==> config.mk <==
export PLATFORM = sky130hd
export DESIGN_NAME = ccsds_turbo_enc_sched_flat
export DESIGN_NICKNAME = d
export VERILOG_FILES = /design/src/rtl/ccsds_turbo_enc_sched_pkg.sv /design/src/rtl/ccsds_turbo_enc_sched_if.sv /design/src/rtl/ccsds_turbo_enc_sched_dline.sv /design/src/rtl/ccsds_turbo_enc_sched.sv /design/src/flat_wrapper.sv
export SDC_FILE = /design/constraint.sdc
export NUM_CORES = 1
export LEC_CHECK = 0
export CAP_MARGIN = 40
export CORE_MARGIN = 2
export CORE_UTILIZATION = 40
export DETAILED_ROUTE_END_ITERATION = 10
export PLACE_DENSITY = 0.65
export SKIP_CTS_REPAIR_TIMING = 1
export SLEW_MARGIN = 20
export SYNTH_ARGS = -nofsm -noshare
export SYNTH_HDL_FRONTEND = slang
export SYNTH_SLANG_ARGS = --single-unit
==> constraint.sdc <==
create_clock -name iclk -period 3.03 [get_ports iclk]
set_input_delay 0.303 -clock iclk [delete_from_list [all_inputs] [get_ports iclk]]
set_output_delay 0.303 -clock iclk [all_outputs]
set_load 0.01 [all_outputs]
==> src/rtl/ccsds_turbo_enc_sched_pkg.sv <==
// Shared constants for the CCSDS turbo encoder scheduler.
// - cCODE_* : 2-bit code-rate encodings carried on icode/ocode
// - sched_state_e : scheduler FSM states
// - code_period() : cycles per trellis step for a given rate
package ccsds_turbo_enc_sched_pkg;

  localparam logic [1:0] cCODE_1by2 = 2'd0;
  localparam logic [1:0] cCODE_1by3 = 2'd1;
  localparam logic [1:0] cCODE_1by4 = 2'd2;
  localparam logic [1:0] cCODE_1by6 = 2'd3;

  typedef enum logic [1:0] {
    StIdle,
    StRun,
    StDrain
  } sched_state_e;

  // One trellis step emits 1/rate serial bits, so the step period equals the rate denominator.
  function automatic logic [2:0] code_period(input logic [1:0] code);
    logic [2:0] p;
    unique case (code)
      cCODE_1by2: p = 3'd2;
      cCODE_1by3: p = 3'd3;
      cCODE_1by4: p = 3'd4;
      default:    p = 3'd6;
    endcase
    return p;
  endfunction

endpackage

==> src/rtl/ccsds_turbo_enc_sched_if.sv <==
// Frame control / strobe bundle of the turbo encoder scheduler.
// master: frame-level controller (drives iclkena/istart/icode/ilen, observes the rest)
// slave : the scheduler itself
interface ccsds_turbo_enc_sched_if #(
  parameter int unsigned pW_LEN = 14
) ();
  logic              iclkena;
  logic              istart;
  logic [1:0]        icode;
  logic [pW_LEN-1:0] ilen;
  logic              obusy;
  logic              ostep;
  logic [pW_LEN-1:0] oidx;
  logic              otail;
  logic              osop;
  logic              oval;
  logic              oeop;
  logic [1:0]        ocode;
  logic              odone;
  logic              oerr;

  modport master (
    output iclkena, istart, icode, ilen,
    input  obusy, ostep, oidx, otail, osop, oval, oeop, ocode, odone, oerr
  );

  modport slave (
    input  iclkena, istart, icode, ilen,
    output obusy, ostep, oidx, otail, osop, oval, oeop, ocode, odone, oerr
  );
endinterface

==> src/rtl/ccsds_turbo_enc_sched_dline.sv <==
// Enable-gated 3-bit delay line aligning {eop, sop, step} with the encoder output.
// clk_i/rst_ni : clock, asynchronous active-low clear
// en_i         : shift enable (holds contents when low)
// d_i / q_o    : input strobes / strobes delayed by Depth cycles (Depth=0 is a wire)
module ccsds_turbo_enc_sched_dline #(
  parameter int unsigned Depth = 1
) (
  input  logic       clk_i,
  input  logic       rst_ni,
  input  logic       en_i,
  input  logic [2:0] d_i,
  output logic [2:0] q_o
);

  if (Depth == 0) begin : g_wire
    assign q_o = d_i;
  end else begin : g_pipe
    logic [2:0] pipe_q [Depth];

    always_ff @(posedge clk_i or negedge rst_ni) begin
      if (!rst_ni) begin
        for (int i = 0; i < Depth; i++) pipe_q[i] <= '0;
      end else if (en_i) begin
        pipe_q[0] <= d_i;
        for (int i = 1; i < Depth; i++) pipe_q[i] <= pipe_q[i-1];
      end
    end

    assign q_o = pipe_q[Depth-1];
  end

endmodule

==> src/rtl/ccsds_turbo_enc_sched.sv <==
// CCSDS turbo encoder frame scheduler.
// Accepts a frame request, latches rate/length, then issues one trellis step every P cycles
// (k info steps + 4 tail steps), delays step/sop/eop by pENC_LAT for the puncture stage, drains
// the last serial bits and pulses odone. Illegal lengths are rejected with a oerr pulse.
// iclk/ireset_n : clock, asynchronous active-low reset
// bus (slave)   : iclkena/istart/icode/ilen in; obusy/ostep/oidx/otail/osop/oval/oeop/ocode/
//                 odone/oerr out
module ccsds_turbo_enc_sched
  import ccsds_turbo_enc_sched_pkg::*;
#(
  parameter int unsigned pW_LEN   = 14,
  parameter int unsigned pN_MAX   = 8920,
  parameter int unsigned pENC_LAT = 1
) (
  input logic                     iclk,
  input logic                     ireset_n,
  ccsds_turbo_enc_sched_if.slave  bus
);

  localparam logic [pW_LEN-1:0] NMax      = pW_LEN'(pN_MAX);
  localparam logic [3:0]        DrainLast = 4'(pENC_LAT);

  sched_state_e      state_q, state_d;
  logic [1:0]        code_q, code_d;
  logic [pW_LEN-1:0] len_q, len_d;
  logic [pW_LEN-1:0] idx_q, idx_d;
  logic [2:0]        pcnt_q, pcnt_d;
  logic [3:0]        dcnt_q, dcnt_d;
  logic              err_q, err_d;

  logic              len_ok;
  logic [2:0]        per_last;
  logic [pW_LEN-1:0] idx_last;
  logic              step;
  logic [2:0]        dl_in, dl_out;

  assign len_ok   = (bus.ilen != '0) && (bus.ilen <= NMax);
  assign per_last = code_period(code_q) - 3'd1;
  assign idx_last = len_q + pW_LEN'(3);
  assign step     = (state_q == StRun) && (pcnt_q == '0);

  always_comb begin
    state_d = state_q;
    code_d  = code_q;
    len_d   = len_q;
    idx_d   = idx_q;
    pcnt_d  = pcnt_q;
    dcnt_d  = dcnt_q;
    err_d   = 1'b0;
    case (state_q)
      StIdle: begin
        if (bus.istart) begin
          if (len_ok) begin
            code_d  = bus.icode;
            len_d   = bus.ilen;
            idx_d   = '0;
            pcnt_d  = '0;
            state_d = StRun;
          end else begin
            err_d = 1'b1;
          end
        end
      end
      StRun: begin
        // idx is held for the whole period so it stays aligned with the step strobe
        if (pcnt_q == per_last) begin
          pcnt_d = '0;
          if (idx_q == idx_last) begin
            dcnt_d  = '0;
            state_d = StDrain;
          end else begin
            idx_d = idx_q + pW_LEN'(1);
          end
        end else begin
          pcnt_d = pcnt_q + 3'd1;
        end
      end
      StDrain: begin
        // Last serial bit of the final step leaves the serializer pENC_LAT cycles from here
        if (dcnt_q == DrainLast) begin
          state_d = StIdle;
        end else begin
          dcnt_d = dcnt_q + 4'd1;
        end
      end
      default: state_d = StIdle;
    endcase
  end

  always_ff @(posedge iclk or negedge ireset_n) begin
    if (!ireset_n) begin
      state_q <= StIdle;
      code_q  <= '0;
      len_q   <= '0;
      idx_q   <= '0;
      pcnt_q  <= '0;
      dcnt_q  <= '0;
      err_q   <= 1'b0;
    end else if (bus.iclkena) begin
      state_q <= state_d;
      code_q  <= code_d;
      len_q   <= len_d;
      idx_q   <= idx_d;
      pcnt_q  <= pcnt_d;
      dcnt_q  <= dcnt_d;
      err_q   <= err_d;
    end
  end

  assign dl_in = {step && (idx_q == idx_last), step && (idx_q == '0), step};

  ccsds_turbo_enc_sched_dline #(
    .Depth (pENC_LAT)
  ) u_dline (
    .clk_i  (iclk),
    .rst_ni (ireset_n),
    .en_i   (bus.iclkena),
    .d_i    (dl_in),
    .q_o    (dl_out)
  );

  assign bus.obusy = (state_q != StIdle);
  assign bus.ostep = step;
  assign bus.oidx  = step ? idx_q : '0;
  assign bus.otail = step && (idx_q >= len_q);
  assign bus.oval  = dl_out[0];
  assign bus.osop  = dl_out[1];
  assign bus.oeop  = dl_out[2];
  assign bus.ocode = code_q;
  assign bus.odone = (state_q == StDrain) && (dcnt_q == DrainLast);
  assign bus.oerr  = err_q;

endmodule

==> src/flat_wrapper.sv <==
// flat-port wrapper written by rule: the top's interface ports become plain ports
module ccsds_turbo_enc_sched_flat import ccsds_turbo_enc_sched_pkg::*;
#(
  parameter int unsigned pW_LEN   = 14,
  parameter int unsigned pN_MAX   = 8920,
  parameter int unsigned pENC_LAT = 1
)
  (iclk, ireset_n, bus_iclkena, bus_istart, bus_icode, bus_ilen, bus_obusy, bus_ostep, bus_oidx, bus_otail, bus_osop, bus_oval, bus_oeop, bus_ocode, bus_odone, bus_oerr);
  ccsds_turbo_enc_sched_if #(.pW_LEN(pW_LEN)) bus_i ();
  input logic iclk;
  input logic ireset_n;
  input wire logic [$bits(bus_i.iclkena)-1:0] bus_iclkena;
  input wire logic [$bits(bus_i.istart)-1:0] bus_istart;
  input wire logic [$bits(bus_i.icode)-1:0] bus_icode;
  input wire logic [$bits(bus_i.ilen)-1:0] bus_ilen;
  output wire logic [$bits(bus_i.obusy)-1:0] bus_obusy;
  output wire logic [$bits(bus_i.ostep)-1:0] bus_ostep;
  output wire logic [$bits(bus_i.oidx)-1:0] bus_oidx;
  output wire logic [$bits(bus_i.otail)-1:0] bus_otail;
  output wire logic [$bits(bus_i.osop)-1:0] bus_osop;
  output wire logic [$bits(bus_i.oval)-1:0] bus_oval;
  output wire logic [$bits(bus_i.oeop)-1:0] bus_oeop;
  output wire logic [$bits(bus_i.ocode)-1:0] bus_ocode;
  output wire logic [$bits(bus_i.odone)-1:0] bus_odone;
  output wire logic [$bits(bus_i.oerr)-1:0] bus_oerr;
  assign bus_i.iclkena = bus_iclkena;
  assign bus_i.istart = bus_istart;
  assign bus_i.icode = bus_icode;
  assign bus_i.ilen = bus_ilen;
  assign bus_obusy = bus_i.obusy;
  assign bus_ostep = bus_i.ostep;
  assign bus_oidx = bus_i.oidx;
  assign bus_otail = bus_i.otail;
  assign bus_osop = bus_i.osop;
  assign bus_oval = bus_i.oval;
  assign bus_oeop = bus_i.oeop;
  assign bus_ocode = bus_i.ocode;
  assign bus_odone = bus_i.odone;
  assign bus_oerr = bus_i.oerr;
  ccsds_turbo_enc_sched #(.pW_LEN(pW_LEN), .pN_MAX(pN_MAX), .pENC_LAT(pENC_LAT)) u_core (.iclk(iclk), .ireset_n(ireset_n), .bus(bus_i));
endmodule
==> metrics.md <==
| Metric | Value |
|---|---|
| Proportion of power drawn by flip-flops and latches | 33.3% |
| Share of total power in combinational logic | 45.5% |
| Final routed wire length divided by cell count | 15.7 um |
| Number of warnings printed during yosys synthesis | 0 |
| Final total power | 2.21 mW |
| Clock tree root buffer cell | sky130_fd_sc_hd__clkbuf_8 |
| Starting density of the core | 40.7% |
| Critical path capture point type | flip-flop |
| Die width | 95.0 um |
| Count of H-tree levels built during CTS | 2 |
| Share of post-route cells with drive strength above 1 | 14.9% |
| Detail Route Antenna Nets | 0 |
| Post-layout net count | 465 |
| Net Sw Power | 0.792 mW |
| Critical Path Start Type | flip-flop |
| Min cycle time layout | 2.82 ns |
| Ports | 44 |
| Setup repair after global routing missed its margin | no |
| Internal Pwr Total | 1.42 mW |
| Die Height | 95.0 um |
| Largest area contributor in the netlist | sky130_fd_sc_hd__dfrtp_1 |
| Top cell type's share of synthesized area | 32.5% |
| Count of flip-flops with a built-in enable after synthesis | 0 |
| Area after detailed placement | 3950 um2 |
| CTS clock-pin slew for the worst setup and hold paths | 0.09 ns |
| Max-slew violation count | 0 |
| Max Cap Violations | 0 |
| Critical path arrival | 3.06 ns |
| Final period utilization | 93.1% |
| Worst-skew pair later-pin latency | 0.30 ns |
| Filler cells | 789 |
| Initial DRC Count | 193 |
| Clk_skew | 0.0103 ns |
| Max_slew headroom | 54.9% |
| Clock power share | 21.2% |
| TritonCTS Buffers | 5 |
| Synthesized cell area | 3310 um2 |
| TritonCTS clock tree | yes |
| Core utilization of the finished layout | 50.2% |
| Antenna diodes | 0 |
| Most numerous cell types in the synthesized netlist | sky130_fd_sc_hd__dfrtp_1 (43), sky130_fd_sc_hd__nand2_1 (31), sky130_fd_sc_hd__inv_1 (29) |
| Flip-flop cell with the highest count after synthesis | sky130_fd_sc_hd__dfrtp_1 |
| Status | finished, final reports clean |
| Full die area | 9030 um2 |
| Minimum hold slack | 0.00204 ns |
| Detailed Routing Iterations Pass 1 | 5 |
| Measured slew at the worst slew-check pin | 0.668 ns |
| Multi-input logic area | 2040 um2 |
| Maximum number of pins on one net before global-route repair | 25 |
| Net count of the mapped netlist | 416 |
| Count of mapped cells out of synthesis | 373 |
| Site row count | 33 |
| Sum Neg Setup Slack | 0 ns |
| Class of the most critical setup path | reg2reg |
| Antenna violations before repair | 0 |
| Synth unique cells | 55 |
| Post-synthesis to final-layout area growth | 23.2% |
| Wire length of the first global-routing pass | 13,900 um |
| Switching share of total power | 35.8% |
| CTS Sinks | 43 |
| Post-detailed-routing wire length | 8290 um |
| Portion of the post-synthesis area used by sequential elements | 32.5% |
| Mean number of vias per cell | 5.62 |
| Share of synthesized registers carrying an async set or reset | 100% |
| Count of input and output buffers | 43 |
| Power density normalized to cell area | 542 nW/um2 |
| Total grt overflow | 0 |
| Area used by sequential logic in the layout | 1080 um2 |
| Peak supply drop | 265 uV |
| Synthesis-stage register bit count | 43 |
| Critical path peak fanout | 14 |
| Std-Cell Core Area | 8130 um2 |
| Final weighted congestion in routability-driven placement | 0.921 |
| Worst min-delay path category | in2async |
| HPWL after detailed placement | 6410 um |
| Tot GR Track Use | 19.4% |
| Avg Cell Area, Syn | 8.88 um2 |
| Largest cells by area after synthesis | sky130_fd_sc_hd__dfrtp_1 (32%), sky130_fd_sc_hd__ha_1 (8.7%), sky130_fd_sc_hd__mux2_2 (6.1%) |
| Vias in the first global route | 2,836 |
| Hold Vio Cnt, Final | 0 |
| Static Leakage | 1.69 nW |
| Most used standard cell by instance count after synthesis | sky130_fd_sc_hd__dfrtp_1 |
| Final setup violating endpoints | 0 |
| Number of buffers between clock root and the deepest sink | 2 |
| Via count | 2,966 |
| F_max | 0.355 GHz |
| Post-layout instance area | 4080 um2 |
| Req. time, crit path | 3.26 ns |
| Number of remaining DRC errors | 0 |
-- layout by cell type, fill, tap and decap left out, types with 7 or more instances in the layout --
cell type                          n
sky130_fd_sc_hd__a21oi_1          13
sky130_fd_sc_hd__and2_1           17
sky130_fd_sc_hd__buf_4            16
sky130_fd_sc_hd__clkdlybuf4s50_1  41
sky130_fd_sc_hd__dfrtp_1          36
sky130_fd_sc_hd__dfrtp_2           7
sky130_fd_sc_hd__ha_1             23
sky130_fd_sc_hd__inv_1            29
sky130_fd_sc_hd__mux2_2           18
sky130_fd_sc_hd__mux2i_1           7
sky130_fd_sc_hd__nand2_1          31
sky130_fd_sc_hd__nand3_1          16
sky130_fd_sc_hd__nand4_1          12
sky130_fd_sc_hd__nor2_1           12
sky130_fd_sc_hd__nor3_1           10
sky130_fd_sc_hd__nor4_1           12
sky130_fd_sc_hd__o21ai_0          14
sky130_fd_sc_hd__xnor2_1          12
-- routing by layer --
metal  GRT usage [%]  wire length (um)
met5               0                 0
met1            26.0              3690
met4            5.68               175
met2            32.1              4040
met3            3.24               385
-- sequential cells by signal (all words and copies together), names as in the netlist --
name	flops
u_core.bus.oerr	1
u_core.state_q	2
u_core.pcnt_q	3
u_core.len_q	14
u_core.dcnt_q	4
u_core.u_dline.q_o	3
u_core.idx_q	14
u_core.bus.ocode	2
-- power groups by stage --
stage	clock network, mW	logic [mW]	registers [mW]
6_report	0.468	1.01	0.736
4_1_cts	0.484	1.02	0.734
3_5_place_dp	0	1.01	0.746
5_1_grt	0.502	1.12	0.753
2_1_floorplan	0	0.572	0.709
3_3_place_gp	0	0.988	0.745
-- worst paths after layout --
path | from | endpoint | slack, ns | cells past startpoint
min in group iclk | u_core.u_dline.q_o[1]$_DFFE_PN0P_ | u_core.u_dline.q_o[1]$_DFFE_PN0P_ | 0.52 | 1
worst max-delay path | u_core.len_q[1]$_DFFE_PN0P_ | u_core.idx_q[3]$_DFFE_PN0P_ | 0.21 | 10
worst max register to register | u_core.len_q[1]$_DFFE_PN0P_ | u_core.idx_q[3]$_DFFE_PN0P_ | 0.21 | 10
worst min register to register | u_core.u_dline.q_o[1]$_DFFE_PN0P_ | u_core.u_dline.q_o[1]$_DFFE_PN0P_ | 0.52 | 1
max in group asynchronous | ireset_n | u_core.idx_q[4]$_DFFE_PN0P_ | 2.50 | 2
worst min-delay path | ireset_n | u_core.bus.oerr$_DFFE_PN0P_ | 0.002 | 1
-- logic make-up (layout without fill, tap and decap cells) --
family	after synthesis	in the layout	share of synthesized area, %
simple gates	154	154	26.6
compound gates	62	62	13.4
buf+inv	49	99	6.12
flops	43	43	32.5
mux	25	25	8.23
fa+ha+maj	23	23	8.69
xor+xnor	17	17	4.49
-- through the flow --
step	worst slack (ns)	std cells
2_1_floorplan	0.496	373
3_3_place_gp	0.270	518
3_5_place_dp	0.157	519
4_1_cts	-0.0604	527
5_1_grt	0.0268	528
6_report	0.210	528
-- worst max-delay path, cell delays in order (launching register included) --
cell and delay, ns:
sky130_fd_sc_hd__dfrtp_2 0.43, sky130_fd_sc_hd__inv_1 0.08, sky130_fd_sc_hd__ha_1 0.25, sky130_fd_sc_hd__nand4b_1 0.24
sky130_fd_sc_hd__or3_1 0.38, sky130_fd_sc_hd__mux2i_1 0.14, sky130_fd_sc_hd__o22ai_1 0.25, sky130_fd_sc_hd__nor4b_4 0.11
sky130_fd_sc_hd__buf_12 0.16, sky130_fd_sc_hd__or4b_2 0.63, sky130_fd_sc_hd__nand3_1 0.08
-- layout make-up --
cell class              instances  share of cell area, %
clock buffers                   6                   2.02
multi-input cells             281                   50.0
inverters                      30                   2.76
flip-flops and latches         43                   26.6
repair buffers                 61                   14.6
well taps                     105                   3.22
clock inverters                 2                  0.858
No activity file was read; power rests on OpenSTA's default activity.
